### src/rtl/lzc_seq.sv
// Sequential leading-zero counter: scans a WIDTH-bit operand two bits per cycle, MSB first, and stops at the first set bit.
// Latency: the result is valid k = min(floor(lz/2)+1, WIDTH/2) edges after the accept edge. One operation is in flight at a time.
// Backpressure: in_ready is high only in IDLE. The result is held stable while out_valid & !out_ready. flush aborts everything.
//
// Ports:
//   clk, rst_n            clock and asynchronous active-low reset
//   in_valid/in_ready     operand handshake; in_data is sampled on the accept edge only
//   flush                 synchronous abort; returns to IDLE and drops any result
//   out_valid/out_ready   result handshake; out_count/out_zero are held while stalled
//   busy                  engine is not idle
module lzc_seq #(
    parameter int WIDTH = 32,
    parameter int CW    = $clog2(WIDTH) + 1
) (
    input  logic             clk,
    input  logic             rst_n,
    input  logic             in_valid,
    output logic             in_ready,
    input  logic [WIDTH-1:0] in_data,
    input  logic             flush,
    output logic             out_valid,
    input  logic             out_ready,
    output logic [CW-1:0]    out_count,
    output logic             out_zero,
    output logic             busy
);

    localparam int HALF = WIDTH / 2;
    localparam int IW   = (HALF > 1) ? $clog2(HALF) : 1;

    typedef enum logic [1:0] {
        IDLE = 2'd0,
        SCAN = 2'd1,
        DONE = 2'd2
    } state_t;

    state_t           state_q, state_d;
    logic [WIDTH-1:0] sh_q, sh_d;
    logic [CW-1:0]    count_q, count_d;
    logic [IW-1:0]    idx_q, idx_d;
    logic             zero_q, zero_d;
    logic             out_valid_q, out_valid_d;

    logic [1:0] top_pair;
    logic       last_pair;

    assign top_pair  = sh_q[WIDTH-1:WIDTH-2];
    assign last_pair = (idx_q == IW'(HALF - 1));

    // State register
    always_ff @(posedge clk or negedge rst_n) begin
        if (!rst_n) begin
            state_q <= IDLE;
        end else begin
            state_q <= state_d;
        end
    end

    // Next-state logic. flush overrides every other transition.
    always_comb begin
        state_d = state_q;
        if (flush) begin
            state_d = IDLE;
        end else begin
            case (state_q)
                IDLE: if (in_valid) state_d = SCAN;
                // The scan ends on the first set bit in the pair, or on the last pair.
                SCAN: if (top_pair != 2'b00 || last_pair) state_d = DONE;
                DONE: if (out_ready) state_d = IDLE;
                default: state_d = IDLE;
            endcase
        end
    end

    // Output logic
    always_comb begin
        in_ready = (state_q == IDLE);
        busy     = (state_q != IDLE);
    end

    // Datapath next-state logic
    always_comb begin
        sh_d        = sh_q;
        count_d     = count_q;
        idx_d       = idx_q;
        zero_d      = zero_q;
        out_valid_d = (state_d == DONE);
        if (flush) begin
            count_d = '0;
            zero_d  = 1'b0;
        end else begin
            case (state_q)
                IDLE: begin
                    if (in_valid) begin
                        sh_d    = in_data;
                        count_d = '0;
                        idx_d   = '0;
                        zero_d  = 1'b0;
                    end
                end
                SCAN: begin
                    if (top_pair[1]) begin
                        // The leading bit of this pair is set, so the count is already final.
                    end else if (top_pair[0]) begin
                        count_d = count_q + CW'(1);
                    end else if (!last_pair) begin
                        count_d = count_q + CW'(2);
                        sh_d    = {sh_q[WIDTH-3:0], 2'b00};
                        idx_d   = idx_q + IW'(1);
                    end else begin
                        count_d = CW'(WIDTH);
                        zero_d  = 1'b1;
                    end
                end
                default: ;
            endcase
        end
    end

    always_ff @(posedge clk or negedge rst_n) begin
        if (!rst_n) begin
            sh_q        <= '0;
            count_q     <= '0;
            idx_q       <= '0;
            zero_q      <= 1'b0;
            out_valid_q <= 1'b0;
        end else begin
            sh_q        <= sh_d;
            count_q     <= count_d;
            idx_q       <= idx_d;
            zero_q      <= zero_d;
            out_valid_q <= out_valid_d;
        end
    end

    assign out_valid = out_valid_q;
    assign out_count = count_q;
    assign out_zero  = zero_q;

    a_count_range: assert property (@(posedge clk) disable iff (!rst_n) out_count <= CW'(WIDTH));
    a_no_overlap:  assert property (@(posedge clk) disable iff (!rst_n) !(in_ready && out_valid));
    c_zero_result: cover property (@(posedge clk) disable iff (!rst_n) out_valid && out_zero);

endmodule

### config.mk
export PLATFORM = sky130hd
export DESIGN_NAME = lzc_seq
export DESIGN_NICKNAME = d
export VERILOG_FILES = /design/src/rtl/lzc_seq.sv
export SDC_FILE = /design/constraint.sdc
export NUM_CORES = 1
export LEC_CHECK = 0
export ABC_AREA = 1
export BUFFER_PORTS_ARGS = -buffer_cell sky130_fd_sc_hd__buf_2
export CAP_MARGIN = 20
export CORE_UTILIZATION = 37
export DETAILED_ROUTE_END_ITERATION = 16
export GPL_ROUTABILITY_DRIVEN = 0
export SETUP_SLACK_MARGIN = 0.2
export SKIP_CTS_REPAIR_TIMING = 1
export SLEW_MARGIN = 15
export SYNTH_ARGS = -nofsm -noshare
export SYNTH_HDL_FRONTEND = slang
export SYNTH_SLANG_ARGS = --single-unit
### constraint.sdc
create_clock -name clk -period 1.7 [get_ports clk]
set_input_delay 0.255 -clock clk [delete_from_list [all_inputs] [get_ports clk]]
set_output_delay 0.255 -clock clk [all_outputs]
set_load 0.02 [all_outputs]
==> results.md <==
- The run finished with clean final reports.
- The number of different library cells used by synthesis comes to 31.
- Derived from the worst setup path, the maximum achievable clock frequency is 0.636 GHz.
- Summed over all layers, the global routing overflow is 0.
- Of the post-synthesis cell area, the part taken by muxes is 0.
- The adder and majority gate portion of the synthesized area is 0.0142.
- Of the total synthesized cell area, the portion taken by AND, OR, NAND and NOR gates is 0.251.
- Registers take 1150 um^2.
- The slack of the critical path is 127 ps.
- TritonCTS created 5 clock buffers.
- Summed over all layers, the routed wires come to 5.87 mm.
- The number of nets in the synthesized netlist is 339.
- The most common cell after layout, fill and taps aside is sky130_fd_sc_hd__nand2_1.
- Setup repair after global routing could not meet its margin everywhere.
- After clock tree synthesis, the clock-pin slew on the worst setup and hold paths is 90 ps.
- The post-synthesis compound-gate area fraction is 0.210.
- The post-synthesis area per instance is 8.83 um^2.
- Relative to the synthesized area, the layout overhead comes to 29.2%.
- The total count of hold-check failures in the final report is 0.
- The overall die area is 7470 um^2.
- The total design power is 5.11 mW.
- In the final design database the tool counted 403 nets.
- The fraction of the cycle the final worst path needs is 0.925.
- The leakage power figure is 1.69 nW.
- The number of non-filler instances in the completed layout is 460.
- Data arrives at the worst endpoint at 1780 ps.
- The clock passes through at most 2 buffers.
- The number of max-slew violations in the final report is 0.
- Detailed placement finished with a half-perimeter wire length of 3.62 mm.
- 47 I/O pins were placed.
- Counting flops with a built-in enable in the synthesized netlist gives 0.
- The library cells used most frequently in the layout, excluding fill and tap cells, are sky130_fd_sc_hd__nand2_1 (82), sky130_fd_sc_hd__buf_2 (46), sky130_fd_sc_hd__dfrtp_1 (43).
- The clock tree root buffer cell is sky130_fd_sc_hd__clkbuf_8.
- STA classifies the critical path startpoint as a flop.
- The worst relative slew slack is 0.600.
- The post-placement worst setup slack is -20.9 ps.
- The cell area after synthesis is 2640 um^2.
- The chip width is 86.5 um.
- Clock latency on the worst-skew pair, taken at its later pin, is 300 ps.
- The max-capacitance violation count is 0.
- The pin count of the biggest net entering global routing is 47.
- The repair_antennas step left the layout with diodes totalling 0.
- The clock period could shrink to 1570 ps.
- The proportion of register bits with asynchronous set or reset after synthesis is 1.00.
- Fill cells in the final layout number 693.
- In the final layout, the multi-input gates occupy 1430 um^2.
- The pin slew with the least headroom to its limit is 601 ps.
- Synthesis inferred 46 register bits.
- The min-delay analysis places its worst path in the category in2async.
- The count of nets left with antenna violations once routing finished came out at 0.
- Across the routed clock network, the largest skew measured is 8.22 ps.
- The number of standard-cell rows in the floorplan is 30.
- The count of yosys warnings during synthesis is 0.
- The maximum fanout encountered on the critical timing path is 6.
- In the final routed layout, each cell accounts on average for 12.8 um.
- Dividing the detail-routed via count by the number of cells gives 4.77.
- The setup violation total in the final timing report is 0.
- The number of vias after detailed routing is 2192.
- The share of final-layout standard cells stronger than drive strength 1 is 0.409.
- STA puts the critical path data required time at 1900 ps.
- The initial cell density of the core is 0.386.
- The setup path with the least slack is of type reg2reg.
- The detailed router finished its first iteration with 79 violations.
- The DRC violation count after routing is 0.
- The global-route wire length before repair is 9.06 mm.
- The number of detailed-route iterations in the first pass is 4.
- The count of buffers added on input and output ports is 46.
- The number of global-route vias before repair is 2014.
- The overall track demand over capacity in global routing is 0.155.
- The total power per unit cell area is 1500 nW/um^2.
- TritonCTS built the clock tree.
- The placed instance count is 436.
- The floorplan step set the die height to 86.5 um.
- The initial antenna violation count is 0.
- STA classifies the critical path endpoint as a flop.
- The H-tree was split into 2 levels.
- The cell count after synthesis came out at 299.
- The worst-case vdd ir drop is 0.000752 V.
- The placeable core region is 6830 um^2.
- Of the total synthesized cell area, the portion taken by XOR and XNOR cells is 0.00996.
- After synthesis, the largest family of logic cells by area is simple AND/OR/NAND/NOR gates.
- The register area share after synthesis is 0.436.
- The number of clock sinks seen by CTS is 46.
- The most used flip-flop cell after synthesis is sky130_fd_sc_hd__dfrtp_1.
Yosys cell counts, types with 4 or more instances:
| cell type | n | share of area |
|---|---|---|
| sky130_fd_sc_hd__buf_6 | 7 | 0.030 |
| sky130_fd_sc_hd__nand3_1 | 14 | 0.027 |
| sky130_fd_sc_hd__inv_1 | 11 | 0.016 |
| sky130_fd_sc_hd__dfrtp_1 | 46 | 0.44 |
| sky130_fd_sc_hd__nand2_1 | 107 | 0.15 |
| sky130_fd_sc_hd__o21ai_0 | 7 | 0.013 |
| sky130_fd_sc_hd__o21ai_2 | 26 | 0.086 |
| sky130_fd_sc_hd__a21oi_1 | 5 | 0.0095 |
| sky130_fd_sc_hd__a21boi_1 | 4 | 0.011 |
| sky130_fd_sc_hd__a21boi_0 | 25 | 0.071 |
| sky130_fd_sc_hd__nor2_1 | 14 | 0.020 |
| sky130_fd_sc_hd__buf_4 | 4 | 0.011 |
worst paths after layout:
| path | start | to | slack [ps] | cells after the start |
|---|---|---|---|---|
| setup / recovery | idx_q[1] | sh_q[13] | 130 | 9 |
| hold / removal | rst_n | state_q[1] | 30 | 2 |
| setup reg to reg | idx_q[1] | sh_q[13] | 130 | 9 |
| hold reg to reg | sh_q[18] | sh_q[18] | 490 | 2 |
| max in group asynchronous | rst_n | state_q[0] | 1210 | 2 |
| min in group clk | out_ready | out_valid | 130 | 2 |
layout make-up:
cell class | count | share of cell area
clock buffer | 5 | 0.0202
clock inverter | 3 | 0.0132
inverter | 13 | 0.0180
multi-input combinational | 228 | 0.420
sequential | 46 | 0.339
tap | 96 | 0.0352
timing repair buffer | 68 | 0.152
timing repair inverter | 1 | 0.00257
cell families after synthesis:
group | after synthesis
xor+xnor | 3
buf+inv | 27
compound gates | 73
fa+ha+maj | 3
simple gates | 147
flops | 46
worst max-delay path, cell delays in order (launching register included):
cell,delay (ps)
sky130_fd_sc_hd__dfrtp_1,440
sky130_fd_sc_hd__ha_4,200
sky130_fd_sc_hd__nand3_4,130
sky130_fd_sc_hd__a21oi_4,90
sky130_fd_sc_hd__nor2_8,180
sky130_fd_sc_hd__buf_4,160
sky130_fd_sc_hd__inv_6,40
sky130_fd_sc_hd__buf_4,130
sky130_fd_sc_hd__nand2_1,70
sky130_fd_sc_hd__o21ai_2,50
per-stage QoR:
| step | hold slack [ps] | area, um^2 | TNS [ps] | util |
|---|---|---|---|---|
| global route | 86.3 | 3410 | 0 | 0.499 |
| finish | 25.7 | 3410 | 0 | 0.499 |
| global placement | 389 | 2940 | 0 | 0.431 |
| floorplan | -40.6 | 2640 | 0 | - |
| CTS | 58.7 | 3060 | -302 | 0.447 |
| detailed placement | 393 | 2940 | -38.4 | 0.431 |
where the power goes:
group	switching, mW	internal, mW	leakage, nW
Clock	0.395	0.438	0.0504
Combinational	1.31	1.10	1.05
Sequential	0.369	1.50	0.587
Total	2.07	3.04	1.69
metal layers:
layer / part of all wire / track usage
met1: 0.46 / 0.198
met2: 0.48 / 0.260
met3: 0.041 / 0.0352
met4: 0.021 / 0.0500
met5: 0 / 0
state kept, by name (all words and copies together), names as in the netlist:
signal,count
sh_q,32
out_count,6
idx_q,4
state_q,2
out_valid,1
out_zero,1
Note: power is estimated with default switching activity, not from simulation.
